$ cat config.mk
export PLATFORM = sky130hd
export DESIGN_NAME = pulse_scan_ctrl
export DESIGN_NICKNAME = d
export VERILOG_FILES = /design/src/rtl/pulse_scan_pkg.sv /design/src/rtl/pulse_width_meas.sv /design/src/rtl/pulse_scan_ctrl.sv
export SDC_FILE = /design/constraint.sdc
export NUM_CORES = 1
export LEC_CHECK = 0
export ABC_AREA = 1
export CORE_UTILIZATION = 25
export DETAILED_ROUTE_END_ITERATION = 10
export PLACE_DENSITY = 0.52
export SETUP_SLACK_MARGIN = 0.02
export SYNTH_ARGS = -nofsm -noshare
export SYNTH_HDL_FRONTEND = slang
export SYNTH_SLANG_ARGS = --single-unit
$ cat constraint.sdc
create_clock -name i_clk -period 3.3 [get_ports i_clk]
set_input_delay 0.33 -clock i_clk [delete_from_list [all_inputs] [get_ports i_clk]]
set_output_delay 0.33 -clock i_clk [all_outputs]
set_load 0.05 [all_outputs]
$ cat src/rtl/pulse_scan_pkg.sv
// rtl/pulse_scan_pkg.sv - shared types and constants for the pulse scan controller
package pulse_scan_pkg;

    // Sweep FSM states
    typedef enum logic [2:0] {
        IDLE,
        ARM,
        WAIT_HIGH,
        COUNT,
        REPORT
    } state_t;

    // Width of the pulse counter and of the reported count
    localparam int PCNT_W = 8;

    // Bits needed to address n channels; never narrower than one bit
    function automatic int ch_w(input int n);
        return (n <= 2) ? 1 : $clog2(n);
    endfunction

endpackage

$ cat src/rtl/pulse_width_meas.sv
// rtl/pulse_width_meas.sv - shared width counter with min/max tracking and pulse count
//
// The FSM in the top drives the strobes: clear while arming, first on the
// first high sample, extend on every further high sample, complete on the
// falling sample. The *_upd outputs show the statistics as they will look
// once the current cycle's completion (if any) has been folded in, so the
// top can register a result in the same cycle the last pulse ends.
module pulse_width_meas
    import pulse_scan_pkg::*;
#(
    parameter int N_BITS = 8
) (
    input  logic                i_clk,
    input  logic                i_reset,
    input  logic                i_clear,
    input  logic                i_first,
    input  logic                i_extend,
    input  logic                i_complete,
    output logic [N_BITS-1:0]   o_min_upd,
    output logic [N_BITS-1:0]   o_max_upd,
    output logic [PCNT_W-1:0]   o_count_upd
);

    localparam logic [N_BITS-1:0] W_MAX = '1;

    logic [N_BITS-1:0] r_width;
    logic [N_BITS-1:0] r_min;
    logic [N_BITS-1:0] r_max;
    logic [PCNT_W-1:0] r_count;

    // Fold the width of a pulse finishing this cycle into min/max/count
    always_comb begin
        o_min_upd   = r_min;
        o_max_upd   = r_max;
        o_count_upd = r_count;
        if (i_complete) begin
            if (r_width < r_min) begin
                o_min_upd = r_width;
            end
            if (r_width > r_max) begin
                o_max_upd = r_width;
            end
            o_count_upd = r_count + PCNT_W'(1);
        end
    end

    // Width counter saturates at all-ones; statistics commit on completion
    always_ff @(posedge i_clk) begin
        if (i_reset || i_clear) begin
            r_width <= '0;
            r_min   <= W_MAX;
            r_max   <= '0;
            r_count <= '0;
        end else begin
            if (i_first) begin
                r_width <= N_BITS'(1);
            end else if (i_extend && (r_width != W_MAX)) begin
                r_width <= r_width + N_BITS'(1);
            end
            if (i_complete) begin
                r_min   <= o_min_upd;
                r_max   <= o_max_upd;
                r_count <= o_count_upd;
            end
        end
    end

endmodule

$ cat src/rtl/pulse_scan_ctrl.sv
// rtl/pulse_scan_ctrl.sv - time-multiplexed pulse width scanner over N_CH inputs
//
// Visits each channel in turn, measures PULSES complete high pulses (or
// gives up after TIMEOUT cycles) and emits one registered result record per
// channel. A pulse already high when the channel is armed is skipped.
module pulse_scan_ctrl
    import pulse_scan_pkg::*;
#(
    parameter int N_CH    = 4,
    parameter int N_BITS  = 8,
    parameter int PULSES  = 16,
    parameter int TIMEOUT = 65535
) (
    input  logic                      i_clk,
    input  logic                      i_reset,
    input  logic                      i_start,
    input  logic                      i_abort,
    input  logic [N_CH-1:0]           i_pulse_in,
    output logic                      o_busy,
    output logic [ch_w(N_CH)-1:0]     o_ch_sel,
    output logic                      o_res_valid,
    output logic [ch_w(N_CH)-1:0]     o_res_ch,
    output logic [N_BITS-1:0]         o_res_min,
    output logic [N_BITS-1:0]         o_res_max,
    output logic [PCNT_W-1:0]         o_res_count,
    output logic                      o_res_timeout,
    output logic                      o_done
);

    localparam int CH_W   = ch_w(N_CH);
    localparam int T_BITS = $clog2(TIMEOUT + 1);

    localparam logic [T_BITS-1:0] T_LAST   = T_BITS'(TIMEOUT - 1);
    localparam logic [CH_W-1:0]   CH_LAST  = CH_W'(N_CH - 1);
    localparam logic [PCNT_W-1:0] P_TARGET = PCNT_W'(PULSES);

    state_t              r_state;
    logic [T_BITS-1:0]   r_tcnt;
    logic [CH_W-1:0]     r_ch_sel;
    logic                r_busy;
    logic                r_res_valid;
    logic [CH_W-1:0]     r_res_ch;
    logic [N_BITS-1:0]   r_res_min;
    logic [N_BITS-1:0]   r_res_max;
    logic [PCNT_W-1:0]   r_res_count;
    logic                r_res_timeout;
    logic                r_done;

    logic                w_in;
    logic                w_active;
    logic                w_clear;
    logic                w_first;
    logic                w_extend;
    logic                w_complete;
    logic                w_finish;
    logic                w_expire;
    logic [N_BITS-1:0]   w_min_upd;
    logic [N_BITS-1:0]   w_max_upd;
    logic [PCNT_W-1:0]   w_count_upd;

    // Channel mux: only the selected input reaches the datapath
    assign w_in       = i_pulse_in[r_ch_sel];

    assign w_active   = (r_state == ARM) || (r_state == WAIT_HIGH) || (r_state == COUNT);
    assign w_clear    = (r_state == ARM);
    assign w_first    = (r_state == WAIT_HIGH) && w_in;
    assign w_extend   = (r_state == COUNT) && w_in;
    assign w_complete = (r_state == COUNT) && !w_in && !i_abort;

    // Last required pulse ending wins over a timeout landing in the same cycle
    assign w_finish   = w_complete && (w_count_upd == P_TARGET);
    assign w_expire   = w_active && (r_tcnt == T_LAST);

    pulse_width_meas #(
        .N_BITS (N_BITS)
    ) u_meas (
        .i_clk       (i_clk),
        .i_reset     (i_reset),
        .i_clear     (w_clear),
        .i_first     (w_first),
        .i_extend    (w_extend),
        .i_complete  (w_complete),
        .o_min_upd   (w_min_upd),
        .o_max_upd   (w_max_upd),
        .o_count_upd (w_count_upd)
    );

    // Sweep FSM with timeout counter, channel select and result registers
    always_ff @(posedge i_clk) begin
        if (i_reset) begin
            r_state       <= IDLE;
            r_tcnt        <= '0;
            r_ch_sel      <= '0;
            r_busy        <= 1'b0;
            r_res_valid   <= 1'b0;
            r_res_ch      <= '0;
            r_res_min     <= '0;
            r_res_max     <= '0;
            r_res_count   <= '0;
            r_res_timeout <= 1'b0;
            r_done        <= 1'b0;
        end else begin
            r_res_valid <= 1'b0;
            r_done      <= 1'b0;
            case (r_state)
                IDLE: begin
                    if (i_start && !i_abort) begin
                        r_state  <= ARM;
                        r_ch_sel <= '0;
                        r_busy   <= 1'b1;
                        r_tcnt   <= '0;
                    end
                end
                ARM, WAIT_HIGH, COUNT: begin
                    if (i_abort) begin
                        r_state  <= IDLE;
                        r_busy   <= 1'b0;
                        r_ch_sel <= '0;
                    end else if (w_finish || w_expire) begin
                        r_state       <= REPORT;
                        r_res_valid   <= 1'b1;
                        r_res_ch      <= r_ch_sel;
                        r_res_min     <= w_min_upd;
                        r_res_max     <= w_max_upd;
                        r_res_count   <= w_count_upd;
                        r_res_timeout <= !w_finish;
                    end else begin
                        r_tcnt <= r_tcnt + T_BITS'(1);
                        case (r_state)
                            ARM:       if (!w_in) r_state <= WAIT_HIGH;
                            WAIT_HIGH: if (w_in)  r_state <= COUNT;
                            COUNT:     if (!w_in) r_state <= WAIT_HIGH;
                            default:   r_state <= IDLE;
                        endcase
                    end
                end
                REPORT: begin
                    if (i_abort) begin
                        r_state  <= IDLE;
                        r_busy   <= 1'b0;
                        r_ch_sel <= '0;
                    end else if (r_ch_sel == CH_LAST) begin
                        r_state  <= IDLE;
                        r_busy   <= 1'b0;
                        r_done   <= 1'b1;
                        r_ch_sel <= '0;
                    end else begin
                        r_state  <= ARM;
                        r_ch_sel <= r_ch_sel + CH_W'(1);
                        r_tcnt   <= '0;
                    end
                end
                default: begin
                    r_state <= IDLE;
                    r_busy  <= 1'b0;
                end
            endcase
        end
    end

    assign o_busy        = r_busy;
    assign o_ch_sel      = r_ch_sel;
    assign o_res_valid   = r_res_valid;
    assign o_res_ch      = r_res_ch;
    assign o_res_min     = r_res_min;
    assign o_res_max     = r_res_max;
    assign o_res_count   = r_res_count;
    assign o_res_timeout = r_res_timeout;
    assign o_done        = r_done;

endmodule

# [After elaboration in Yosys (flattened, before gate mapping)]
# Index checks and enable logic that the tools add are counted.
# Widths: inputs -> output; s select.
[word_totals] register_bits=83 in_bits=8 output_inout_bits=32 word_cells=107
[op_classes] add_sub_neg=4 magnitude_cmp=3 eq_ne=17 n_mux=36 n_bitwise=3 reduce_logical=28
[ops] op="$mux 16" count=5
[ops] op="$pmux 16 s3" count=1
[ops] op="$mux 8" count=5
[ops] op="$add 16x1->16 const B" count=1
[ops] op="$add 8x1->8 const B" count=2
[ops] op="$eq 16x16->1 const B" count=1
[ops] op="$mux 3" count=5
[ops] op="$ne 2x2->1 const B" count=6
[ops] op="$reduce_and 3->1" count=4
[ops] op="$mux 1" count=11
[ops] op="$ne 5x5->1 const B" count=2
[ops] op="$pmux 3 s3" count=1
[ops] op="$reduce_or 3->1" count=3
[ops] op="$eq 8x5->1 const B" count=1
[ops] op="$gt 8x8->1" count=1
[ops] op="$logic_and 1x1->1" count=8
[ops] op="$lt 8x8->1" count=1
[ops] op="$mux 2" count=4
[ops] op="$ne 8x8->1 const B" count=1
[ops] op="$eq 3x2->1 const B" count=2
[ops] op="$pmux 2 s3" count=1
[ops] op="$pmux 3 s2" count=1
[ops] op="$reduce_and 6->1" count=1
[ops] op="$logic_or 1x1->1" count=4
[ops] op="other kinds (14)" count=19

# [Logic depth before layout (Yosys ltp)]
[logic_depth] word_depth=12 depth_mapped=19 ltp_nobuf=17

# [Hierarchy]
# From an unflattened synthesis, not the netlist that was laid out.
[hier_totals] cells_unflattened=633 hier_area_um2=4589.4
[modules_own_cells] mod="pulse_scan_ctrl" instances=1 cells_each=350 area_each_um2=2700.1 seq_area_each_um2=1021.0
[modules_own_cells] mod="pulse_width_meas" instances=1 cells_each=283 area_each_um2=1889.3 seq_area_each_um2=640.6

# [Worst setup path after synthesis]
# Ideal clock, no wire load.
[synth_path] path_kind="reg2reg" from="reg r_ch_sel[0], in the netlist o_ch_sel[0]" to="reg r_res_max[4], in the netlist o_res_max[4]" setup_ps=114 arrival_ps=2282 slack_ps=904 path_stages_with_launch=20 path_cell_list="dfxtp_1 -> inv_2 -> nand2_1 -> nand3_2 -> nand2_4 -> nand3_2 -> buf_6 -> nand2_2 -> nand2_2 -> nor2_2 -> nand2_1 -> nor2_2 -> nand2_2 -> inv_2 -> nor2_4 -> nor2_8 -> buf_6 -> nand2_1 -> nand2_1 -> nor2_1"
[synth_between] elab_chain_len=10 word_cells_on_any_way=11
[synth_lines] item="start, declared" line="pulse_scan_ctrl.sv:39" source="logic [CH_W-1:0] r_ch_sel;"
[synth_lines] item="start signal, assigned" line="pulse_scan_ctrl.sv:149" source="r_ch_sel <= r_ch_sel + CH_W'(1);"
[synth_lines] item="$bmux 1 s2 (*)" line="pulse_scan_ctrl.sv:62" source="assign w_in = i_pulse_in[r_ch_sel];"
[synth_lines] item="$mux 1 (implied by the code) (*)" line="pulse_scan_ctrl.sv:62"
[synth_lines] item="$logic_not 1->1 (*)"
[synth_lines] item="$logic_and 1x1->1 (*) (2 in a row)" line="pulse_scan_ctrl.sv:68" source="assign w_complete = (r_state == COUNT) && !w_in && !i_abort;"
[synth_lines] item="$mux 8" line="pulse_width_meas.sv:36" source="if (i_complete) begin"
[synth_lines] item="$eq 8x5->1" line="pulse_scan_ctrl.sv:71" source="assign w_finish = w_complete && (w_count_upd == P_TARGET);"
[synth_lines] item="$logic_and 1x1->1" line="pulse_scan_ctrl.sv:71"
[synth_lines] item="$logic_or 1x1->1" line="pulse_scan_ctrl.sv:119" source="end else if (w_finish || w_expire) begin"
[synth_lines] item="$reduce_and 3->1 (no line)"
[synth_lines] item="end signal, assigned" line="pulse_scan_ctrl.sv:124" source="r_res_max <= w_max_upd;"
[synth_lines] item="end, declared" line="pulse_scan_ctrl.sv:44" source="logic [N_BITS-1:0] r_res_max;"
# Mark *: on every way between the ends. The rest lies on a longest branch, timed or not. The select of a mux whose other input is x is not followed.
# A chain may end at the register's enable or synchronous reset.

# [Final worst setup path]
[layout_path] from="reg r_ch_sel[0], in the netlist o_ch_sel[0]" to="reg r_res_count[1], in the netlist o_res_count[1]"
[layout_between] elab_chain_len=10
[layout_lines] item="$bmux 1 s2 (*)" line="pulse_scan_ctrl.sv:62"
[layout_lines] item="$mux 1 (implied by the code) (*)" line="pulse_scan_ctrl.sv:62"
[layout_lines] item="$logic_not 1->1 (*)"
[layout_lines] item="$logic_and 1x1->1 (*) (2 in a row)" line="pulse_scan_ctrl.sv:68"
[layout_lines] item="$mux 8" line="pulse_width_meas.sv:36"
[layout_lines] item="$eq 8x5->1" line="pulse_scan_ctrl.sv:71"
[layout_lines] item="$logic_and 1x1->1" line="pulse_scan_ctrl.sv:71"
[layout_lines] item="$logic_or 1x1->1" line="pulse_scan_ctrl.sv:119"
[layout_lines] item="$reduce_and 3->1 (no line)"
[layout_lines] item="end signal, assigned" line="pulse_scan_ctrl.sv:125" source="r_res_count <= w_count_upd;"
[layout_lines] item="end, declared" line="pulse_scan_ctrl.sv:45" source="logic [PCNT_W-1:0] r_res_count;"
# Marks and branches as above.

==> flow_metrics.py <==
metrics = {
    "outcome": {
        "outcome": "finished clean",
    },
    "clocking": {
        "cts_resized": 0,
        "cts_root_buffer": "clkbuf_16",
        "numCtsBuffers": 9,
        "htree_levels": 3,
        "cts_buffer_depth": 2,
        "cts.sinks": 83,
        "cts_tree": "done",
        "clk_pin_slew_ns": 0.06,
        "postCtsSetupRepairBufs": 0,
        "clk_latency_ns": 0.34,
        "cts_hold_buffers": 0,
    },
    "logic_synthesis": {
        "netlist_area_um2": 4530,
        "syn-instance-count": 668,
        "ys_ff_latch": 83,
        "async_reset_ff_share_pct": 0,
        "yosys.cell_types.count": 38,
        "synth_edf_count": 0,
        "syn_nets": 696,
        "ys_seq_area_share_pct": 36.6,
        "syn_area_per_cell_um2": 6.79,
        "ys_warn_count": 0,
        "synth_ff_type": "dfxtp_1",
    },
    "timing": {
        "fin_ws_ns": 0.589,
        "slew_headroom_pct": 31.4,
        "finalHoldViolCount": 0,
        "post-route-period-util_pct": 82.1,
        "drv_slew": 0,
        "rsz0062_at_grt": "false",
        "setup_viol": 0,
        "worstMarginPinSlew_ns": 1.01,
        "skew_ns": 0.00808,
        "finalCriticalPeriod_ns": 2.71,
        "fmaxAchievable_mhz": 369,
        "timing.setup.tns_ns": 0,
    },
    "min_path": {
        "hold_end": "o_busy$_SDFFE_PP0P_",
        "whs_path_depth": 2,
        "min-delay-path-class": "reg -> reg",
        "worstHoldStart": "o_busy$_SDFFE_PP0P_",
    },
    "global_routing": {
        "grt_max_degree": 36,
        "track_usage_pct": 12.6,
        "grt_use_met2_pct": 22.2,
        "first_global_vias": 3880,
        "overflow": 0,
        "busiest_layer": "met2",
        "antenna_found_initial": 0,
        "grtUsageMet1_pct": 15.0,
        "grt_pass1_wl_mm": 18.4,
        "use_met3_pct": 2.93,
    },
    "final_layout": {
        "diodes": 0,
        "fin_util_pct": 31.0,
        "stdcell_area_um2": 5410,
        "drive_gt1_share_pct": 7.92,
        "final_nets": 733,
        "area_delta_synth_final_pct": 19.4,
        "nFillCells": 1887,
    },
    "die": {
        "num_rows": 48,
        "start_util_pct": 25.9,
        "core_area_um2": 17500,
        "ios": 40,
        "die_height_um": 137,
        "dieArea_um2": 18700,
        "die_width_um": 137,
    },
    "routing": {
        "wire_per_inst_um": 11.7,
        "wirelength_mm": 10.9,
        "drtIter0Drc": 199,
        "vias_per_cell": 4.35,
        "drc_errors": 0,
        "vias": 4050,
        "first_pass_iters": 4,
        "drtAntennaViolNets": 0,
    },
    "setup_path": {
        "end_kind": "flop",
        "arrival_ns": 2.99,
        "timing.rr.end": "o_res_count[1]$_SDFFE_PP0P_",
        "r2r-start": "o_ch_sel[0]$_SDFFE_PP0P_",
        "critPathKind": "reg -> reg",
        "setup.worst_path.start_class": "flop",
        "reg2reg_depth": 14,
        "crit_fanout": 12,
        "required_ns": 3.58,
        "r2r_setup_slack_ns": 0.59,
    },
    "pwr": {
        "vdd_ir_drop_max_v": 0.000234,
        "clkPwrFrac_pct": 38.5,
        "power.density_nw_per_um2": 465,
        "comb_power_share_pct": 19.1,
        "internal_power_uw": 1740,
        "totalPowerFinal_uw": 2520,
        "switching_share_pct": 30.7,
        "sequentialPowerShare_pct": 42.3,
        "p_leak_uw": 0.00228,
        "p_sw_uw": 772,
    },
    "placed_design": {
        "port_buffers": 39,
        "dp_hpwl_mm": 8.12,
        "pre_cts_ws_ns": 0.264,
        "gp_congestion": 0.793,
        "dpl-instance-area_um2": 5140,
    },
    "flow_run": {
        "drv_cap": 0,
    },
}
-- worst max-delay path: stages (launching register included) --
cell	delay, ns
dfxtp_1	0.46
inv_2	0.08
nand2_1	0.08
nand3_2	0.08
nand2_4	0.13
nand3_2	0.24
nand2_1	0.17
nand2_1	0.11
nand3_1	0.08
nor2_1	0.05
nand2_2	0.10
inv_2	0.07
o21ai_1	0.73
o21ai_0	0.16
nor2_1	0.11
-- power groups by stage --
stage               sequential [uW]  clock, uW  combinational, uW
CTS                            1070       1000                486
global route                   1070       1040                551
finish                         1070        969                482
global placement               1090          0                485
floorplan                      1100          0                332
detailed placement             1090          0                485
-- layer usage --
layer	share of wire [%]	routed length [um]
met4	1.5	161
met1	46	5060
met3	3.3	354
met5	0	0
met2	49	5300
-- synth_stat cells (2+ instances only) --
cell	instances	area (um^2)
o21a_1	2	15.0
nand3b_1	3	22.5
nand3_2	3	30.0
nor2_1	122	458
nand3_1	21	105
a21oi_1	27	135
o21ai_0	29	145
o21bai_1	2	15.0
nand2_2	3	18.8
nor4_1	7	43.8
nor2_4	4	45.0
o211ai_1	3	22.5
nand2_1	136	510
nor2_2	3	18.8
inv_2	11	41.3
buf_4	2	15.0
ha_1	20	250
o21ai_1	26	130
nand4_1	24	150
or2_2	8	50.1
nor3_1	13	65.1
dfxtp_1	83	1660
nor3b_1	2	15.0
xor2_1	8	70.1
buf_6	4	45.0
xnor2_1	3	26.3
buf_2	6	30.0
inv_1	76	285
clkbuf_1	8	30.0
-- final cells by class --
cell class	count	area [um^2]	area share, %
timing repair buffer	47	450	8.32
tap	225	282	5.20
inverter	87	327	6.03
multi-input combinational	477	2420	44.7
sequential	83	1660	30.7
clock inverter	3	42.5	0.786
clock buffer	10	229	4.23
-- how the worst max path moves through the flow --
stage,startpoint,to
after floorplan,o_ch_sel[0]$_SDFFE_PP0P_,o_res_max[4]$_SDFFE_PP0P_
after global placement,i_abort,o_res_max[3]$_SDFFE_PP0P_
after detailed placement,i_abort,o_res_count[1]$_SDFFE_PP0P_
after CTS,o_ch_sel[0]$_SDFFE_PP0P_,o_res_count[1]$_SDFFE_PP0P_
after global routing,o_ch_sel[0]$_SDFFE_PP0P_,o_res_max[3]$_SDFFE_PP0P_
final,o_ch_sel[0]$_SDFFE_PP0P_,o_res_count[1]$_SDFFE_PP0P_
-- metrics by stage --
step | cells | hold slack [ns]
finish | 932 | 0.463
global route | 932 | 0.500
global placement | 919 | 0.447
floorplan | 668 | 0.399
CTS | 932 | 0.463
detailed placement | 919 | 0.452
-- registers in the layout, summed over array words and instances (netlist names) --
register / flops
r_tcnt: 16
o_res_count: 8
o_res_min: 8
u_meas.r_min: 8
o_res_max: 8
u_meas.r_max: 8
o_ch_sel: 2
o_busy: 1
o_res_timeout: 1
u_meas.r_count: 8
r_state: 3
o_done: 1
o_res_valid: 1
u_meas.r_width: 8
o_res_ch: 2
-- placed cells by master (no fill, tap or decap), types with 2 or more instances in the layout --
master / netlist / final
o21a_1: 2 / 2
o21bai_1: 2 / 2
nor3b_1: 2 / 2
or2_2: 8 / 8
nor2_1: 122 / 122
clkbuf_16: 0 / 9
a21oi_1: 27 / 27
clkdlybuf4s50_1: 0 / 39
nor2_2: 3 / 3
xnor2_1: 3 / 3
o21ai_0: 29 / 29
inv_2: 11 / 11
o211ai_1: 3 / 3
nor2_4: 4 / 4
dfxtp_1: 83 / 83
nand3_2: 3 / 3
ha_1: 20 / 20
nand3b_1: 3 / 3
nand2_1: 136 / 136
o21ai_1: 26 / 26
nand3_1: 21 / 21
nor3_1: 13 / 13
nor4_1: 7 / 7
buf_4: 2 / 8
inv_1: 76 / 76
xor2_1: 8 / 8
nand4_1: 24 / 24
nand2_2: 3 / 3
-- logic make-up after synthesis --
logic type      share of synthesized area, %
compound gates                          11.1
xor+xnor                                2.12
fa+ha+maj                               5.52
buf+inv                                 9.93
flops                                   36.6
simple gates                            34.7
No activity file was read; power rests on OpenSTA's default activity.
